File: src/rtl/rs_encoder_stream.sv
// Byte-serial systematic Reed-Solomon encoder over GF(256) (poly 0x11D): K message bytes pass through, then 16 parity bytes.
// Build option RS_ENC_ERR_INJECT_EN adds port err_inj, an XOR mask applied to the first parity byte of each codeword.
module rs_encoder_stream #(
  parameter int K    = 239,
  parameter int NPAR = 16
) (
  input  logic       clk,
  input  logic       rst_n,
  input  logic [7:0] in_data,
  input  logic       in_valid,
  output logic       in_ready,
  output logic [7:0] out_data,
  output logic       out_valid,
  input  logic       out_ready,
  output logic       out_sop,
  output logic       out_last
`ifdef RS_ENC_ERR_INJECT_EN
  ,
  input  logic [7:0] err_inj
`endif
);

  function automatic logic [7:0] gf256_mul(input logic [7:0] a, input logic [7:0] b);
    logic [7:0] p;
    logic [7:0] x;
    p = 8'h00;
    x = a;
    for (int i = 0; i < 8; i++) begin
      if (b[i]) p = p ^ x;
      x = x[7] ? ({x[6:0], 1'b0} ^ 8'h1D) : {x[6:0], 1'b0};
    end
    return p;
  endfunction

  // g(x) = prod (x + alpha^-j), j=1..16; 0x8E is alpha^-1. Coefficient i sits at bits [8*i +: 8].
  function automatic logic [127:0] gen_poly();
    logic [135:0] p;
    logic [7:0]   root;
    p    = 136'd1;
    root = 8'h01;
    for (int j = 1; j <= 16; j++) begin
      root = gf256_mul(root, 8'h8E);
      for (int k = 16; k >= 1; k--) begin
        p[8*k +: 8] = p[8*(k-1) +: 8] ^ gf256_mul(root, p[8*k +: 8]);
      end
      p[7:0] = gf256_mul(root, p[7:0]);
    end
    return p[127:0];
  endfunction

  localparam logic [127:0] GPOLY     = gen_poly();
  localparam logic [7:0]   BCNT_LAST = 8'(K - 1);
  localparam logic [3:0]   PCNT_LAST = 4'(NPAR - 1);

  typedef enum logic {
    ST_DATA,
    ST_PARITY
  } state_e;

  state_e           st_q, st_d;
  logic [7:0]       bcnt_q, bcnt_d;
  logic [3:0]       pcnt_q, pcnt_d;
  logic [15:0][7:0] par_q, par_d;
  logic [7:0]       out_data_q, out_data_d;
  logic             out_valid_q, out_valid_d;
  logic             out_sop_q, out_sop_d;
  logic             out_last_q, out_last_d;

  logic       ld;
  logic [7:0] fb;
  logic [7:0] par_out;

`ifdef RS_ENC_ERR_INJECT_EN
  logic [7:0] err_q, err_d;
  assign par_out = par_q[15] ^ ((pcnt_q == 4'd0) ? err_q : 8'h00);
`else
  assign par_out = par_q[15];
`endif

  // Single output register: a new byte may load when it is empty or being drained.
  assign ld       = !out_valid_q || out_ready;
  assign in_ready = (st_q == ST_DATA) && ld;
  assign fb       = in_data ^ par_q[15];

  always_comb begin
    st_d        = st_q;
    bcnt_d      = bcnt_q;
    pcnt_d      = pcnt_q;
    par_d       = par_q;
    out_data_d  = out_data_q;
    out_valid_d = out_valid_q;
    out_sop_d   = out_sop_q;
    out_last_d  = out_last_q;
`ifdef RS_ENC_ERR_INJECT_EN
    err_d       = err_q;
`endif
    if (ld) begin
      out_valid_d = 1'b0;
      if (st_q == ST_DATA) begin
        if (in_valid) begin
          out_data_d  = in_data;
          out_valid_d = 1'b1;
          out_sop_d   = (bcnt_q == 8'd0);
          out_last_d  = 1'b0;
          for (int i = 15; i >= 1; i--) begin
            par_d[i] = par_q[i-1] ^ gf256_mul(fb, GPOLY[8*i +: 8]);
          end
          par_d[0] = gf256_mul(fb, GPOLY[7:0]);
          if (bcnt_q == BCNT_LAST) begin
            st_d   = ST_PARITY;
            pcnt_d = 4'd0;
            bcnt_d = 8'd0;
`ifdef RS_ENC_ERR_INJECT_EN
            err_d  = err_inj;
`endif
          end else begin
            bcnt_d = bcnt_q + 8'd1;
          end
        end
      end else begin
        out_data_d  = par_out;
        out_valid_d = 1'b1;
        out_sop_d   = 1'b0;
        out_last_d  = (pcnt_q == PCNT_LAST);
        // Shifting zeros in leaves the register clear for the next codeword.
        par_d       = {par_q[14:0], 8'h00};
        pcnt_d      = pcnt_q + 4'd1;
        if (pcnt_q == PCNT_LAST) st_d = ST_DATA;
      end
    end
  end

  always_ff @(posedge clk or negedge rst_n) begin
    if (!rst_n) begin
      st_q        <= ST_DATA;
      bcnt_q      <= 8'd0;
      pcnt_q      <= 4'd0;
      par_q       <= '0;
      out_data_q  <= 8'h00;
      out_valid_q <= 1'b0;
      out_sop_q   <= 1'b0;
      out_last_q  <= 1'b0;
`ifdef RS_ENC_ERR_INJECT_EN
      err_q       <= 8'h00;
`endif
    end else begin
      st_q        <= st_d;
      bcnt_q      <= bcnt_d;
      pcnt_q      <= pcnt_d;
      par_q       <= par_d;
      out_data_q  <= out_data_d;
      out_valid_q <= out_valid_d;
      out_sop_q   <= out_sop_d;
      out_last_q  <= out_last_d;
`ifdef RS_ENC_ERR_INJECT_EN
      err_q       <= err_d;
`endif
    end
  end

  assign out_data  = out_data_q;
  assign out_valid = out_valid_q;
  assign out_sop   = out_sop_q;
  assign out_last  = out_last_q;

endmodule

File: config.mk
export PLATFORM = sky130hd
export DESIGN_NAME = rs_encoder_stream
export DESIGN_NICKNAME = d
export VERILOG_FILES = /design/src/rtl/rs_encoder_stream.sv
export SDC_FILE = /design/constraint.sdc
export NUM_CORES = 1
export LEC_CHECK = 0
export BUFFER_PORTS_ARGS = -buffer_cell sky130_fd_sc_hd__buf_2
export CAP_MARGIN = 10
export CORE_ASPECT_RATIO = 1.4
export CORE_MARGIN = 5
export CORE_UTILIZATION = 50
export DETAILED_ROUTE_END_ITERATION = 10
export PLACE_DENSITY = 0.66
export SLEW_MARGIN = 20
export SYNTH_ARGS = -nofsm -noshare
export SYNTH_HDL_FRONTEND = slang
export SYNTH_SLANG_ARGS = --single-unit
File: constraint.sdc
create_clock -name clk -period 4.5 [get_ports clk]
set_input_delay 0.45 -clock clk [delete_from_list [all_inputs] [get_ports clk]]
set_output_delay 0.45 -clock clk [all_outputs]
set_load 0.01 [all_outputs]
# After elaboration in Yosys (flattened, before gate mapping)
# Index checks and enable logic that the tools add are counted.
# word_totals
output_inout_bits	12
regBits	152
word_cells	256
# classes
n_eq_ne	2
muxes	157
add_sub_neg	2
n_reduce_logical	9
bitwise_logic	63
# ops
cell	n
8-bit two-way mux	135
8-bit XOR	55
128-bit two-way mux	2
5-bit two-way mux	7
4-bit inverter	7
4-bit two-way mux	3
1-bit two-way mux	10
8-bit by 1-bit adder with 8-bit output (second input constant)	1
8-bit == test (second input constant)	1
8-bit logical NOT	1
3-bit AND reduction	2
4-bit by 1-bit adder with 4-bit output (second input constant)	1
4-bit == test (second input constant)	1
2-bit nonzero test	2
2-bit AND reduction	1
1-bit logical AND	1
1-bit logical NOT	1
1-bit logical OR	1
1-bit inverter	1

# Longest topological paths before layout
# Gate-level depths: netlist of the first run.
# logic_depth
word_depth	31
ltp_mapped	8
ltp_nobuf	8

# Least setup slack after synthesis of the first run
# No wires, ideal clock.
# synth_path
kind	input to register
from	input port in_data[3]
to	register par_q[13] (netlist bit)
required_time_ns	4.431
slack_ns	2.126
t_arrival_ns	2.305
stages	7
setup_time_ns	0.069
cell_sequence	xnor2_1 buf_4 xor2_1 xnor2_1 xnor2_1 or4_1 nand3_1
# synth_via
elab_chain_cells	17
# synth_lines
item	line	source
start: declaration	9	input logic [7:0] in_data,
8-bit XOR *	83	assign fb = in_data ^ par_q[15];
4-bit inverter (no source line)	-	
5-bit two-way mux *	30	x = x[7] ? ({x[6:0], 1'b0} ^ 8'h1D) : {x[6:0], 1'b0};
8-bit two-way mux *	100	if (in_valid) begin
8-bit two-way mux *	99	if (st_q == ST_DATA) begin
8-bit two-way mux *	97	if (ld) begin
8-bit XOR *	29	if (b[i]) p = p ^ x;
8-bit two-way mux *	100	
8-bit two-way mux *	99	
8-bit two-way mux *	97	
8-bit XOR *	29	
8-bit two-way mux *	100	
8-bit two-way mux *	99	
8-bit two-way mux *	97	
8-bit XOR *	106	par_d[i] = par_q[i-1] ^ gf256_mul(fb, GPOLY[8*i +: 8]);
128-bit two-way mux *	100	
128-bit two-way mux *	99	
end signal: assignment	150	par_q <= par_d;
end: declaration	63	logic [15:0][7:0] par_q, par_d;
# Mark *: on every way between the ends. The rest lies on a longest branch, timed or not. The select of a mux whose other input is x is not followed.
# A chain may end at the register's enable or synchronous reset.

# Worst setup path after layout of the first run
# layout_path
from	register par_q (netlist bit par_out[7])
to	register par_q[67] (netlist bit)
# layout_via
elab_chain_cells	20
elab_cells_between_ends	23
# layout_lines
item	line
8-bit XOR *	83
5-bit two-way mux *	30
8-bit two-way mux	100
8-bit two-way mux	99
8-bit two-way mux	97
8-bit XOR	29
8-bit two-way mux	100
8-bit two-way mux	99
[4 not listed]	-
8-bit two-way mux	97
8-bit XOR *	29
8-bit two-way mux *	100
8-bit two-way mux *	99
8-bit two-way mux *	97
8-bit XOR *	106
128-bit two-way mux *	100
128-bit two-way mux *	99
# Marked as above.

==> results of run 1 <==
[logic make-up (layout without fill, tap and decap cells)]
logic type,Yosys count,in the layout
simple gates,276,276
fa+ha+maj,4,4
buf+inv,55,68
mux,14,14
compound gates,165,165
xor+xnor,244,244
flops,152,152
[cells in the mapped netlist (5+ instances only)]
master and n:
sky130_fd_sc_hd__nand2_1 153, sky130_fd_sc_hd__or3_1 7, sky130_fd_sc_hd__dfrtp_1 152, sky130_fd_sc_hd__a21oi_1 7, sky130_fd_sc_hd__xnor2_1 179, sky130_fd_sc_hd__a31oi_1 5, sky130_fd_sc_hd__nor2_1 91, sky130_fd_sc_hd__o21ai_0 139
sky130_fd_sc_hd__xnor3_1 28, sky130_fd_sc_hd__nand3_1 5, sky130_fd_sc_hd__xor2_1 16, sky130_fd_sc_hd__clkbuf_1 40, sky130_fd_sc_hd__xnor2_2 11, sky130_fd_sc_hd__mux2i_1 12
[worst min-delay path by stage]
stage | start | to | cells after the start
floorplan | rst_n | bcnt_q[0] | 0
global placement | out_data[7] | out_data[7] | 2
detailed placement | out_data[6] | out_data[6] | 2
CTS | rst_n | out_sop | 1
global route | rst_n | out_data[4] | 1
finish | rst_n | out_data[6] | 1
[routing by layer]
metal  GRT usage [%]  routed length (um)  vias up  part of all wire (%)
li1                -                   -     2969                     -
met1            27.6                8550     2843                    43
met2            34.8               10200       90                    51
met3            3.02                 820       23                   4.1
met4            7.81                 420        0                   2.1
met5               0                   0        -                     0
[flip-flops by register name (all words and copies together) (netlist names)]
name and flops:
out_data 8, par_out 8, pcnt_q 4, out_sop 1, bcnt_q 8, st_q 1, par_q 120, out_valid 1
out_last 1
[through the flow]
| stage | hold slack [ps] | util (%) | cells | instance area [sq um] |
|---|---|---|---|---|
| floorplan | 154 | - | 910 | 8950 |
| detailed placement | 465 | 52.1 | 1131 | 9270 |
| global route | 123 | 55.9 | 1163 | 9940 |
| global placement | 459 | 52.1 | 1131 | 9270 |
| finish | 47.8 | 55.9 | 1163 | 9940 |
| CTS | 106 | 55.9 | 1163 | 9940 |
[area by class of cell]
| type | instances | area (sq um) | share of cell area, % |
|---|---|---|---|
| clock buffer | 19 | 453 | 4.56 |
| clock inverter | 13 | 218 | 2.19 |
| inverter | 4 | 15.0 | 0.151 |
| multi-input combinational | 703 | 4940 | 49.7 |
| sequential | 152 | 3810 | 38.3 |
| tap | 240 | 300 | 3.02 |
| timing repair buffer | 32 | 201 | 2.03 |
[worst max-delay path, stage by stage, from the launching register on]
cell                      delay [ps]
sky130_fd_sc_hd__dfrtp_1         500
sky130_fd_sc_hd__xnor2_4         740
sky130_fd_sc_hd__xnor3_2         580
sky130_fd_sc_hd__xnor3_1         390
sky130_fd_sc_hd__nor2_2          220
sky130_fd_sc_hd__xnor2_1         150
sky130_fd_sc_hd__o21ai_0         100
==> impl_results.html, run 1 <==
<table>
<tr><th>Metric</th><th>Value</th></tr>
<tr><th colspan="2">Synthesis</th></tr>
<tr><td>Cell type with the highest aggregate area in the netlist</td><td>sky130_fd_sc_hd__dfrtp_1</td></tr>
<tr><td>Syn avg cell area</td><td>9.84 sq um</td></tr>
<tr><td>Share of the synthesized area in compound gates (AO/OA/AOI/OAI)</td><td>9.72%</td></tr>
<tr><td>Number of flops mapped to enable cells by yosys</td><td>0</td></tr>
<tr><td>Yosys reg bits</td><td>152</td></tr>
<tr><td>Post-Syn Area</td><td>8950 sq um</td></tr>
<tr><td>Parity-gate share of the synthesized area counting xor and xnor cells</td><td>30.7%</td></tr>
<tr><td>Gate count after technology mapping</td><td>910</td></tr>
<tr><td>Most common flop cell mapped by yosys</td><td>sky130_fd_sc_hd__dfrtp_1</td></tr>
<tr><td>Simple logic cell fraction of the synthesized area</td><td>about an eighth</td></tr>
<tr><td>Sequential share of the synthesized area</td><td>42.5%</td></tr>
<tr><td>Combinational family with the most area after synthesis</td><td>XOR/XNOR gates</td></tr>
<tr><td>Area fraction of the dominant cell type after synthesis</td><td>42.5%</td></tr>
<tr><td>Adder-cell share of the synthesized area</td><td>0.559%</td></tr>
<tr><td>Synth unique cells</td><td>43</td></tr>
<tr><td>Largest cells by area after synthesis</td><td>sky130_fd_sc_hd__dfrtp_1 42%, sky130_fd_sc_hd__xnor2_1 18%, sky130_fd_sc_hd__o21ai_0 7.8%</td></tr>
<tr><td>Number of warnings issued by yosys</td><td>0</td></tr>
<tr><td>Proportion of register bits with asynchronous set or reset after synthesis</td><td>100%</td></tr>
<tr><td>Synthesized Nets</td><td>slightly above 900</td></tr>
<tr><td>Multiplexer fraction of the synthesized cell area</td><td>1.59%</td></tr>
<tr><th colspan="2">Floorplanning</th></tr>
<tr><td>Cell row count</td><td>58</td></tr>
<tr><td>Count of pins on the block boundary</td><td>24</td></tr>
<tr><td>Placeable core region</td><td>17800 sq um</td></tr>
<tr><td>Overall die height</td><td>168 um</td></tr>
<tr><td>Initial core utilization</td><td>50.4%</td></tr>
<tr><td>DIE AREA</td><td>20700 sq um</td></tr>
<tr><td>Die width</td><td>123 um</td></tr>
<tr><th colspan="2">Layout</th></tr>
<tr><td>Fraction of layout instances using a drive strength above 1</td><td>9.86%</td></tr>
<tr><td>Number of nets in the final layout</td><td>926</td></tr>
<tr><td>Area grow syn2layout</td><td>11.0%</td></tr>
<tr><td>Number of filler instances in the final layout</td><td>around 1600</td></tr>
<tr><td>Commonest cells after routing, fill and taps aside</td><td>178 x sky130_fd_sc_hd__xnor2_1, 153 x sky130_fd_sc_hd__nand2_1, 151 x sky130_fd_sc_hd__dfrtp_1</td></tr>
<tr><td>Number of antenna repair diodes</td><td>0</td></tr>
<tr><td>Most common cell after layout, fill and taps aside</td><td>sky130_fd_sc_hd__xnor2_1</td></tr>
<tr><th colspan="2">Detailed routing</th></tr>
<tr><td>DRT Pass-1 Iters</td><td>5</td></tr>
<tr><td>Via count normalized by instance count</td><td>5.09</td></tr>
<tr><td>Drt first-iter violations</td><td>362</td></tr>
<tr><td>Number of vias in the routed layout</td><td>a little under 6000</td></tr>
<tr><td># DRC</td><td>0</td></tr>
<tr><td>Wire length reported by the detailed router</td><td>20.0 mm</td></tr>
<tr><td>Post-route ant nets</td><td>0</td></tr>
<tr><td>Routed len/inst</td><td>17.2 um</td></tr>
<tr><th colspan="2">STA</th></tr>
<tr><td>Endpoints failing setup</td><td>0</td></tr>
<tr><td>Setup Skew</td><td>around 9.4 ps</td></tr>
<tr><td>Crit path time final</td><td>2850 ps</td></tr>
<tr><td>Crit share post-route</td><td>between 60 and 70%</td></tr>
<tr><td>Final sum of negative setup slack</td><td>0 ps</td></tr>
<tr><td>Min setup slack post-route</td><td>1650 ps</td></tr>
<tr><td>Actual slew at the worst max-slew pin</td><td>1100 ps</td></tr>
<tr><td>Max_slew headroom</td><td>between 20% and 30%</td></tr>
<tr><td>Final number of max-transition violations</td><td>0</td></tr>
<tr><td>Fin. Hold Viols</td><td>0</td></tr>
<tr><td>Setup repair after global routing missed its margin</td><td>false</td></tr>
<tr><td>Fmax achieved</td><td>351 MHz</td></tr>
<tr><th colspan="2">CTS</th></tr>
<tr><td>Root cell of the clock tree</td><td>sky130_fd_sc_hd__clkbuf_16</td></tr>
<tr><td>Setup fix buffers added after clock tree synthesis</td><td>0</td></tr>
<tr><td>Clock latency of the later-clocked register in the worst-skew pair</td><td>440 ps</td></tr>
<tr><td>Max clock buf depth</td><td>2</td></tr>
<tr><td>Num CTS Buffers</td><td>17</td></tr>
<tr><td>Count of cells resized by post-cts repair</td><td>0</td></tr>
<tr><td>Post-CTS Hold Buffers</td><td>0</td></tr>
<tr><td>H-tree lvl count</td><td>4</td></tr>
<tr><td>Clock sink count</td><td>152</td></tr>
<tr><td>Reg clk slew, reported paths</td><td>70 ps</td></tr>
<tr><td>Clock tree from TritonCTS</td><td>built</td></tr>
<tr><th colspan="2">Global routing</th></tr>
<tr><td>Number of global-route vias before repair</td><td>between 5000 and 6000</td></tr>
<tr><td>Pin count of the biggest net entering global routing</td><td>257</td></tr>
<tr><td>Initial antenna violation count</td><td>0</td></tr>
<tr><td>Overall track demand over capacity in global routing</td><td>between 20% and 30%</td></tr>
<tr><td>Remaining global-route overflow</td><td>0</td></tr>
<tr><td>Global-route wire length before repair</td><td>around 33 mm</td></tr>
<tr><th colspan="2">Place</th></tr>
<tr><td>Pre-CTS setup slack</td><td>between 1500 and 2000 ps</td></tr>
<tr><td>Routability Congestion</td><td>0.832</td></tr>
<tr><td>IO buf count</td><td>23</td></tr>
<tr><td>Placed wire-length estimate</td><td>13.7 mm</td></tr>
<tr><th colspan="2">Critical path</th></tr>
<tr><td>FF-to-FF End</td><td>par_q[67]</td></tr>
<tr><td>Kind of start point of the critical path</td><td>flop</td></tr>
<tr><td>Worst reg2reg startpoint</td><td>par_out[7]</td></tr>
<tr><td>Critical Path RT</td><td>4780 ps</td></tr>
<tr><td>Setup slack of the most critical reg-to-reg path</td><td>1650 ps</td></tr>
<tr><td>Maximum net fanout on the critical path</td><td>14</td></tr>
<tr><td>Kind of end point of the critical path</td><td>flop</td></tr>
<tr><td>CP Launch Point</td><td>par_out[7]</td></tr>
<tr><td>Worst Setup Path Type</td><td>reg -&gt; reg</td></tr>
<tr><td>CP endpoint</td><td>par_q[67]</td></tr>
<tr><td>Worst Reg2Reg Path Length in Cells</td><td>6</td></tr>
<tr><td>Crit path DAT</td><td>3120 ps</td></tr>
<tr><th colspan="2">Run</th></tr>
<tr><td>Number of violations of the max-capacitance limit</td><td>0</td></tr>
<tr><th colspan="2">Run status</th></tr>
<tr><td>Outcome</td><td>completed</td></tr>
<tr><th colspan="2">Min path</th></tr>
<tr><td>Worst hold-check path type</td><td>in -&gt; async</td></tr>
</table>
Power of run 1 is left out: the tool's default activity adds up to more than one toggle a clock period on the data nets, which glitch-free logic cannot reach.
==> run 2: changes to the inputs <==
==> constraint.sdc (replaced) <==
create_clock -name clk -period 2.8 [get_ports clk]
set_input_delay 0.28 -clock clk [delete_from_list [all_inputs] [get_ports clk]]
set_output_delay 0.28 -clock clk [all_outputs]
set_load 0.01 [all_outputs]
==> impl_results.html, run 2 (synthesis gave the netlist of run 1 again) <==
<table>
<tr><th>Metric</th><th>Value</th></tr>
<tr><th colspan="2">Run status</th></tr>
<tr><td>Outcome</td><td>completed (unchanged)</td></tr>
<tr><th colspan="2">STA</th></tr>
<tr><td>Max_slew headroom</td><td>44.1% (was 26.1%)</td></tr>
<tr><td>Fmax achieved</td><td>386 MHz (was 351 MHz)</td></tr>
<tr><td>Crit path time final</td><td>2590 ps (was 2850 ps)</td></tr>
<tr><td>Setup repair after global routing missed its margin</td><td>false (unchanged)</td></tr>
<tr><td>Fin. Hold Viols</td><td>0 (unchanged)</td></tr>
<tr><td>Final number of max-transition violations</td><td>0 (unchanged)</td></tr>
<tr><td>Crit share post-route</td><td>92.6% (was 63.2%)</td></tr>
<tr><td>Setup Skew</td><td>9.65 ps (was 9.42 ps)</td></tr>
<tr><td>Endpoints failing setup</td><td>0 (unchanged)</td></tr>
<tr><td>Actual slew at the worst max-slew pin</td><td>835 ps (was 1100 ps)</td></tr>
<tr><td>Final sum of negative setup slack</td><td>0 ps (unchanged)</td></tr>
<tr><th colspan="2">Critical path</th></tr>
<tr><td>Critical Path RT</td><td>3100 ps (was 4780 ps)</td></tr>
<tr><td>Setup slack of the most critical reg-to-reg path</td><td>210 ps (was 1650 ps)</td></tr>
<tr><td>Worst reg2reg startpoint</td><td>par_out[0] (was par_out[7])</td></tr>
<tr><td>Worst Reg2Reg Path Length in Cells</td><td>6 (unchanged)</td></tr>
<tr><td>Crit path DAT</td><td>2900 ps (was 3120 ps)</td></tr>
<tr><td>FF-to-FF End</td><td>par_q[28] (was par_q[67])</td></tr>
<tr><td>Kind of end point of the critical path</td><td>flop (unchanged)</td></tr>
<tr><td>Worst Setup Path Type</td><td>reg -&gt; reg (unchanged)</td></tr>
<tr><td>Kind of start point of the critical path</td><td>flop (unchanged)</td></tr>
<tr><td>Maximum net fanout on the critical path</td><td>8 (was 14)</td></tr>
<tr><th colspan="2">Detailed routing</th></tr>
<tr><td>Number of vias in the routed layout</td><td>6068 (was 5925)</td></tr>
<tr><td>Wire length reported by the detailed router</td><td>20.4 mm (was 20.0 mm)</td></tr>
<tr><td>DRT Pass-1 Iters</td><td>5 (unchanged)</td></tr>
<tr><td>Routed len/inst</td><td>17.1 um (was 17.2 um)</td></tr>
<tr><td>Post-route ant nets</td><td>0 (unchanged)</td></tr>
<tr><td># DRC</td><td>0 (unchanged)</td></tr>
<tr><td>Drt first-iter violations</td><td>384 (was 362)</td></tr>
<tr><td>Via count normalized by instance count</td><td>5.08 (was 5.09)</td></tr>
<tr><th colspan="2">CTS</th></tr>
<tr><td>Num CTS Buffers</td><td>17 (unchanged)</td></tr>
<tr><td>Count of cells resized by post-cts repair</td><td>0 (unchanged)</td></tr>
<tr><td>Clock latency of the later-clocked register in the worst-skew pair</td><td>430 ps (was 440 ps)</td></tr>
<tr><td>Clock sink count</td><td>152 (unchanged)</td></tr>
<tr><td>Clock tree from TritonCTS</td><td>built (unchanged)</td></tr>
<tr><td>Max clock buf depth</td><td>2 (unchanged)</td></tr>
<tr><td>Root cell of the clock tree</td><td>sky130_fd_sc_hd__clkbuf_16 (unchanged)</td></tr>
<tr><td>Reg clk slew, reported paths</td><td>60 ps (was 70 ps)</td></tr>
<tr><td>H-tree lvl count</td><td>4 (unchanged)</td></tr>
<tr><th colspan="2">Min path</th></tr>
<tr><td>Worst hold-check path type</td><td>in -&gt; reg (was in -&gt; async)</td></tr>
<tr><td>Hold path startpoint</td><td>in_valid</td></tr>
<tr><td>Endpoint of the worst hold path</td><td>out_valid</td></tr>
<tr><td>Number of stages on the worst hold path</td><td>3</td></tr>
<tr><th colspan="2">Floorplanning</th></tr>
<tr><td>DIE AREA</td><td>20700 sq um (unchanged)</td></tr>
<tr><td>Die width</td><td>123 um (unchanged)</td></tr>
<tr><td>Initial core utilization</td><td>50.4% (unchanged)</td></tr>
<tr><td>Cell row count</td><td>58 (unchanged)</td></tr>
<tr><td>Placeable core region</td><td>17800 sq um (unchanged)</td></tr>
<tr><td>Overall die height</td><td>168 um (unchanged)</td></tr>
<tr><td>Count of pins on the block boundary</td><td>24 (unchanged)</td></tr>
<tr><th colspan="2">Global routing</th></tr>
<tr><td>Overall track demand over capacity in global routing</td><td>21.3% (was 20.9%)</td></tr>
<tr><td>Global-route wire length before repair</td><td>33.6 mm (was 33.1 mm)</td></tr>
<tr><td>Number of global-route vias before repair</td><td>6149 (was 5960)</td></tr>
<tr><td>Remaining global-route overflow</td><td>0 (unchanged)</td></tr>
<tr><td>Pin count of the biggest net entering global routing</td><td>88 (was 257)</td></tr>
<tr><td>Initial antenna violation count</td><td>0 (unchanged)</td></tr>
<tr><th colspan="2">Layout</th></tr>
<tr><td>Register containing the most flip-flops in the final layout</td><td>par_q (unchanged)</td></tr>
<tr><td>Commonest cells after routing, fill and taps aside</td><td>178 x sky130_fd_sc_hd__xnor2_1, 153 x sky130_fd_sc_hd__nand2_1, 151 x sky130_fd_sc_hd__dfrtp_1 (unchanged)</td></tr>
<tr><td>Most common cell after layout, fill and taps aside</td><td>sky130_fd_sc_hd__xnor2_1 (unchanged)</td></tr>
<tr><td>Area grow syn2layout</td><td>13.7% (was 11.0%)</td></tr>
<tr><td>Number of filler instances in the final layout</td><td>1573 (was 1572)</td></tr>
<tr><td>Largest register FFs</td><td>120 (unchanged)</td></tr>
<tr><td>Number of nets in the final layout</td><td>961 (was 926)</td></tr>
<tr><td>Number of antenna repair diodes</td><td>0 (unchanged)</td></tr>
<tr><td>Fraction of layout instances using a drive strength above 1</td><td>12.5% (was 9.86%)</td></tr>
<tr><th colspan="2">Run</th></tr>
<tr><td>Number of violations of the max-capacitance limit</td><td>0 (unchanged)</td></tr>
<tr><th colspan="2">Place</th></tr>
<tr><td>Placed wire-length estimate</td><td>14.7 mm (was 13.7 mm)</td></tr>
<tr><td>Routability Congestion</td><td>0.895 (was 0.832)</td></tr>
<tr><td>IO buf count</td><td>23 (unchanged)</td></tr>
</table>
-- run 2: cell types whose count changed in the layout (fill, tap and decap cells not counted), moves of 2 or more --
cell	before	now
sky130_fd_sc_hd__buf_12	1	5
sky130_fd_sc_hd__buf_4	8	38
sky130_fd_sc_hd__clkbuf_1	0	2
sky130_fd_sc_hd__clkinv_2	0	3
sky130_fd_sc_hd__clkinv_4	5	1
-- run 2: stage by stage --
step | instance area, sq um | hold WS, ps | utilization (%) | setup slack [ps] | std cells
2_1_floorplan | 8950 | -15.6 | - | 464 | 910
3_5_place_dp | 9570 | 335 | 53.8 | 191 | 1165
4_1_cts | 10200 | 161 | 57.2 | 168 | 1195
6_report | 10200 | 178 | 57.2 | 207 | 1195
3_3_place_gp | 9570 | 346 | 53.8 | 231 | 1165
5_1_grt | 10200 | 175 | 57.2 | 33.8 | 1195
-- run 2: what timing repair did --
item	in CTS	in global routing
setup buffers	0	0
hold buffers	1	0
endpoints found under the hold margin	62	0
-- run 2: routing by layer --
layer / track usage [%] / vias to the layer above / share of wire (%)
met2: 35.1 / 91 / 50
met1: 28.2 / 2910 / 44
met3: 3.33 / 31 / 3.0
li1: - / 3036 / -
met5: 0 / - / 0
met4: 8.00 / 0 / 2.4
-- run 2: worst max path at each step --
| stage | start | to | slack (ps) | depth (start not counted) |
|---|---|---|---|---|
| after floorplan | par_out[3] | par_q[13] | 460 | 7 |
| after global placement | par_out[7] | par_q[45] | 230 | 6 |
| after detailed placement | par_out[0] | par_q[28] | 190 | 6 |
| after CTS | par_out[0] | par_q[28] | 170 | 6 |
| after global routing | par_out[0] | par_q[28] | 30 | 6 |
| final | par_out[0] | par_q[28] | 210 | 6 |
-- run 2: final cells by class --
cell class / instances / area [sq um] / share of cell area, %
inverters: 4 / 15.0 / 0.148
clock inverters: 9 / 151 / 1.49
repair buffers: 67 / 517 / 5.08
well taps: 240 / 300 / 2.95
flip-flops and latches: 152 / 3810 / 37.4
clock buffers: 20 / 447 / 4.39
multi-input cells: 703 / 4940 / 48.5
-- run 2: worst max-delay path: stages, from the launching register on --
cell,delay [ps]
sky130_fd_sc_hd__dfrtp_1,440
sky130_fd_sc_hd__xor2_2,500
sky130_fd_sc_hd__xnor3_1,670
sky130_fd_sc_hd__xnor3_1,400
sky130_fd_sc_hd__nor2_1,220
sky130_fd_sc_hd__xnor2_1,150
sky130_fd_sc_hd__o21ai_0,90
Power of run 2 is left out for the same reason.
==> run 3: changes to the inputs <==
--- a/config.mk
+++ b/config.mk
@@ -11,6 +11,7 @@
 export CORE_MARGIN = 5
 export CORE_UTILIZATION = 50
 export DETAILED_ROUTE_END_ITERATION = 10
+export MAX_ROUTING_LAYER = met4
 export PLACE_DENSITY = 0.66
 export SLEW_MARGIN = 20
 export SYNTH_ARGS = -nofsm -noshare
==> impl_results.html, run 3 (synthesis gave the netlist of run 1 again) <==
<table>
<tr><th>Metric</th><th>Value</th></tr>
<tr><th colspan="2">Global routing</th></tr>
<tr><td>Overall track demand over capacity in global routing</td><td>21.9% (was 21.3%)</td></tr>
<tr><td>Number of global-route vias before repair</td><td>6138 (was 6149)</td></tr>
<tr><td>Pin count of the biggest net entering global routing</td><td>88 (unchanged)</td></tr>
<tr><td>Global-route wire length before repair</td><td>33.6 mm (about the same)</td></tr>
<tr><td>Initial antenna violation count</td><td>0 (unchanged)</td></tr>
<tr><td>Remaining global-route overflow</td><td>0 (unchanged)</td></tr>
<tr><th colspan="2">Floorplanning</th></tr>
<tr><td>Count of pins on the block boundary</td><td>24 (unchanged)</td></tr>
<tr><td>Cell row count</td><td>58 (unchanged)</td></tr>
<tr><td>Overall die height</td><td>168 um (unchanged)</td></tr>
<tr><td>DIE AREA</td><td>20700 sq um (unchanged)</td></tr>
<tr><td>Initial core utilization</td><td>50.4% (unchanged)</td></tr>
<tr><td>Placeable core region</td><td>17800 sq um (unchanged)</td></tr>
<tr><td>Die width</td><td>123 um (unchanged)</td></tr>
<tr><th colspan="2">STA</th></tr>
<tr><td>Setup repair after global routing missed its margin</td><td>false (unchanged)</td></tr>
<tr><td>Tightest hold margin</td><td>177 ps (was 178 ps)</td></tr>
<tr><td>Crit share post-route</td><td>93.7% (was 92.6%)</td></tr>
<tr><td>Fin. Hold Viols</td><td>0 (unchanged)</td></tr>
<tr><td>Fmax achieved</td><td>381 MHz (was 386 MHz)</td></tr>
<tr><td>Endpoints failing setup</td><td>0 (unchanged)</td></tr>
<tr><td>Final number of max-transition violations</td><td>0 (unchanged)</td></tr>
<tr><td>Setup Skew</td><td>13.3 ps (was 9.65 ps)</td></tr>
<tr><td>Crit path time final</td><td>2620 ps (was 2590 ps)</td></tr>
<tr><td>Actual slew at the worst max-slew pin</td><td>823 ps (was 835 ps)</td></tr>
<tr><td>Final sum of negative setup slack</td><td>0 ps (unchanged)</td></tr>
<tr><td>Max_slew headroom</td><td>44.9% (was 44.1%)</td></tr>
<tr><th colspan="2">Layout</th></tr>
<tr><td>Commonest cells after routing, fill and taps aside</td><td>178 x sky130_fd_sc_hd__xnor2_1, 153 x sky130_fd_sc_hd__nand2_1, 151 x sky130_fd_sc_hd__dfrtp_1 (unchanged)</td></tr>
<tr><td>Area grow syn2layout</td><td>13.7% (unchanged)</td></tr>
<tr><td>Fraction of layout instances using a drive strength above 1</td><td>12.5% (unchanged)</td></tr>
<tr><td>Number of nets in the final layout</td><td>961 (unchanged)</td></tr>
<tr><td>Most common cell after layout, fill and taps aside</td><td>sky130_fd_sc_hd__xnor2_1 (unchanged)</td></tr>
<tr><td>Largest register FFs</td><td>120 (unchanged)</td></tr>
<tr><td>Register containing the most flip-flops in the final layout</td><td>par_q (unchanged)</td></tr>
<tr><td>Final core area utilization</td><td>57.2% (unchanged)</td></tr>
<tr><td>Number of antenna repair diodes</td><td>0 (unchanged)</td></tr>
<tr><th colspan="2">CTS</th></tr>
<tr><td>H-tree lvl count</td><td>4 (unchanged)</td></tr>
<tr><td>Reg clk slew, reported paths</td><td>60 ps (about the same)</td></tr>
<tr><td>Root cell of the clock tree</td><td>sky130_fd_sc_hd__clkbuf_16 (unchanged)</td></tr>
<tr><td>Num CTS Buffers</td><td>17 (unchanged)</td></tr>
<tr><td>Count of cells resized by post-cts repair</td><td>0 (unchanged)</td></tr>
<tr><td>Clock latency of the later-clocked register in the worst-skew pair</td><td>430 ps (about the same)</td></tr>
<tr><td>Post-CTS Hold Buffers</td><td>1 (unchanged)</td></tr>
<tr><td>Clock tree from TritonCTS</td><td>built (unchanged)</td></tr>
<tr><td>Setup fix buffers added after clock tree synthesis</td><td>0 (unchanged)</td></tr>
<tr><td>Clock sink count</td><td>152 (unchanged)</td></tr>
<tr><td>Max clock buf depth</td><td>2 (unchanged)</td></tr>
<tr><th colspan="2">Critical path</th></tr>
<tr><td>Worst reg2reg startpoint</td><td>par_out[0] (unchanged)</td></tr>
<tr><td>Kind of start point of the critical path</td><td>flop (unchanged)</td></tr>
<tr><td>Crit path DAT</td><td>2920 ps (was 2900 ps)</td></tr>
<tr><td>Setup slack of the most critical reg-to-reg path</td><td>180 ps (was 210 ps)</td></tr>
<tr><td>Maximum net fanout on the critical path</td><td>8 (unchanged)</td></tr>
<tr><td>Kind of end point of the critical path</td><td>flop (unchanged)</td></tr>
<tr><td>Critical Path RT</td><td>3100 ps (about the same)</td></tr>
<tr><td>Worst Reg2Reg Path Length in Cells</td><td>6 (unchanged)</td></tr>
<tr><td>FF-to-FF End</td><td>par_q[28] (unchanged)</td></tr>
<tr><td>Worst Setup Path Type</td><td>reg -&gt; reg (unchanged)</td></tr>
<tr><th colspan="2">Detailed routing</th></tr>
<tr><td># DRC</td><td>0 (unchanged)</td></tr>
<tr><td>Number of vias in the routed layout</td><td>6101 (was 6068)</td></tr>
<tr><td>DRT Pass-1 Iters</td><td>5 (unchanged)</td></tr>
<tr><td>Drt first-iter violations</td><td>344 (was 384)</td></tr>
<tr><td>Routed len/inst</td><td>17.1 um (about the same)</td></tr>
<tr><td>Wire length reported by the detailed router</td><td>20.4 mm (about the same)</td></tr>
<tr><td>Via count normalized by instance count</td><td>5.11 (was 5.08)</td></tr>
<tr><td>Post-route ant nets</td><td>0 (unchanged)</td></tr>
<tr><th colspan="2">Run</th></tr>
<tr><td>Number of violations of the max-capacitance limit</td><td>0 (unchanged)</td></tr>
<tr><th colspan="2">Min path</th></tr>
<tr><td>Worst hold-check path type</td><td>in -&gt; reg (unchanged)</td></tr>
<tr><td>Endpoint of the worst hold path</td><td>out_valid (unchanged)</td></tr>
<tr><td>Hold path startpoint</td><td>in_valid (unchanged)</td></tr>
<tr><td>Number of stages on the worst hold path</td><td>3 (unchanged)</td></tr>
<tr><th colspan="2">Place</th></tr>
<tr><td>Placed wire-length estimate</td><td>14.7 mm (unchanged)</td></tr>
<tr><td>IO buf count</td><td>23 (unchanged)</td></tr>
<tr><td>Routability Congestion</td><td>0.911 (was 0.895)</td></tr>
<tr><th colspan="2">Run status</th></tr>
<tr><td>Outcome</td><td>completed (unchanged)</td></tr>
</table>
## run 3: cell counts in the layout (fill, tap and decap cells not counted)
Identical to the previous run, type by type.
## run 3: worst max-delay path by stage
stage	from	endpoint	slack [ps]	cells after the start
3_3_place_gp	par_out[7]	par_q[45]	230	6
3_5_place_dp	par_out[0]	par_q[28]	190	6
4_1_cts	par_out[0]	par_q[28]	170	6
2_1_floorplan	par_out[3]	par_q[13]	460	7
5_1_grt	par_out[0]	par_q[28]	30	6
6_report	par_out[0]	par_q[28]	180	6
## run 3: stage by stage
step,area [sq um],instances,worst slack (ps)
after floorplan,8950,910,464
after global placement,9570,1165,231
after detailed placement,9570,1165,191
after CTS,10200,1195,168
after global routing,10200,1195,34.6
final,10200,1195,176
## run 3: layer usage
| metal | part of all wire (%) | wire length (um) | track usage, % | vias to the layer above |
|---|---|---|---|---|
| li1 | - | - | - | 3034 |
| met1 | 44 | 8950 | 28.2 | 2922 |
| met2 | 51 | 10300 | 35.0 | 115 |
| met3 | 3.3 | 667 | 3.33 | 30 |
| met4 | 2.3 | 477 | 8.00 | 0 |
| met5 | 0 | 0 | - | - |
## run 3: layout make-up
type                    instances  area (sq um)
clock buffers                  20           447
clock inverters                 9           151
fillers                      1573          7600
inverters                       4          15.0
multi-input cells             703          4940
flip-flops and latches        152          3810
well taps                     240           300
repair buffers                 67           517
## run 3: critical path: stages (launching register included)
cell	delay, ps
sky130_fd_sc_hd__dfrtp_1	440
sky130_fd_sc_hd__xor2_2	520
sky130_fd_sc_hd__xnor3_1	670
sky130_fd_sc_hd__xnor3_1	400
sky130_fd_sc_hd__nor2_1	220
sky130_fd_sc_hd__xnor2_1	150
sky130_fd_sc_hd__o21ai_0	80
Power of run 3 is left out for the same reason.
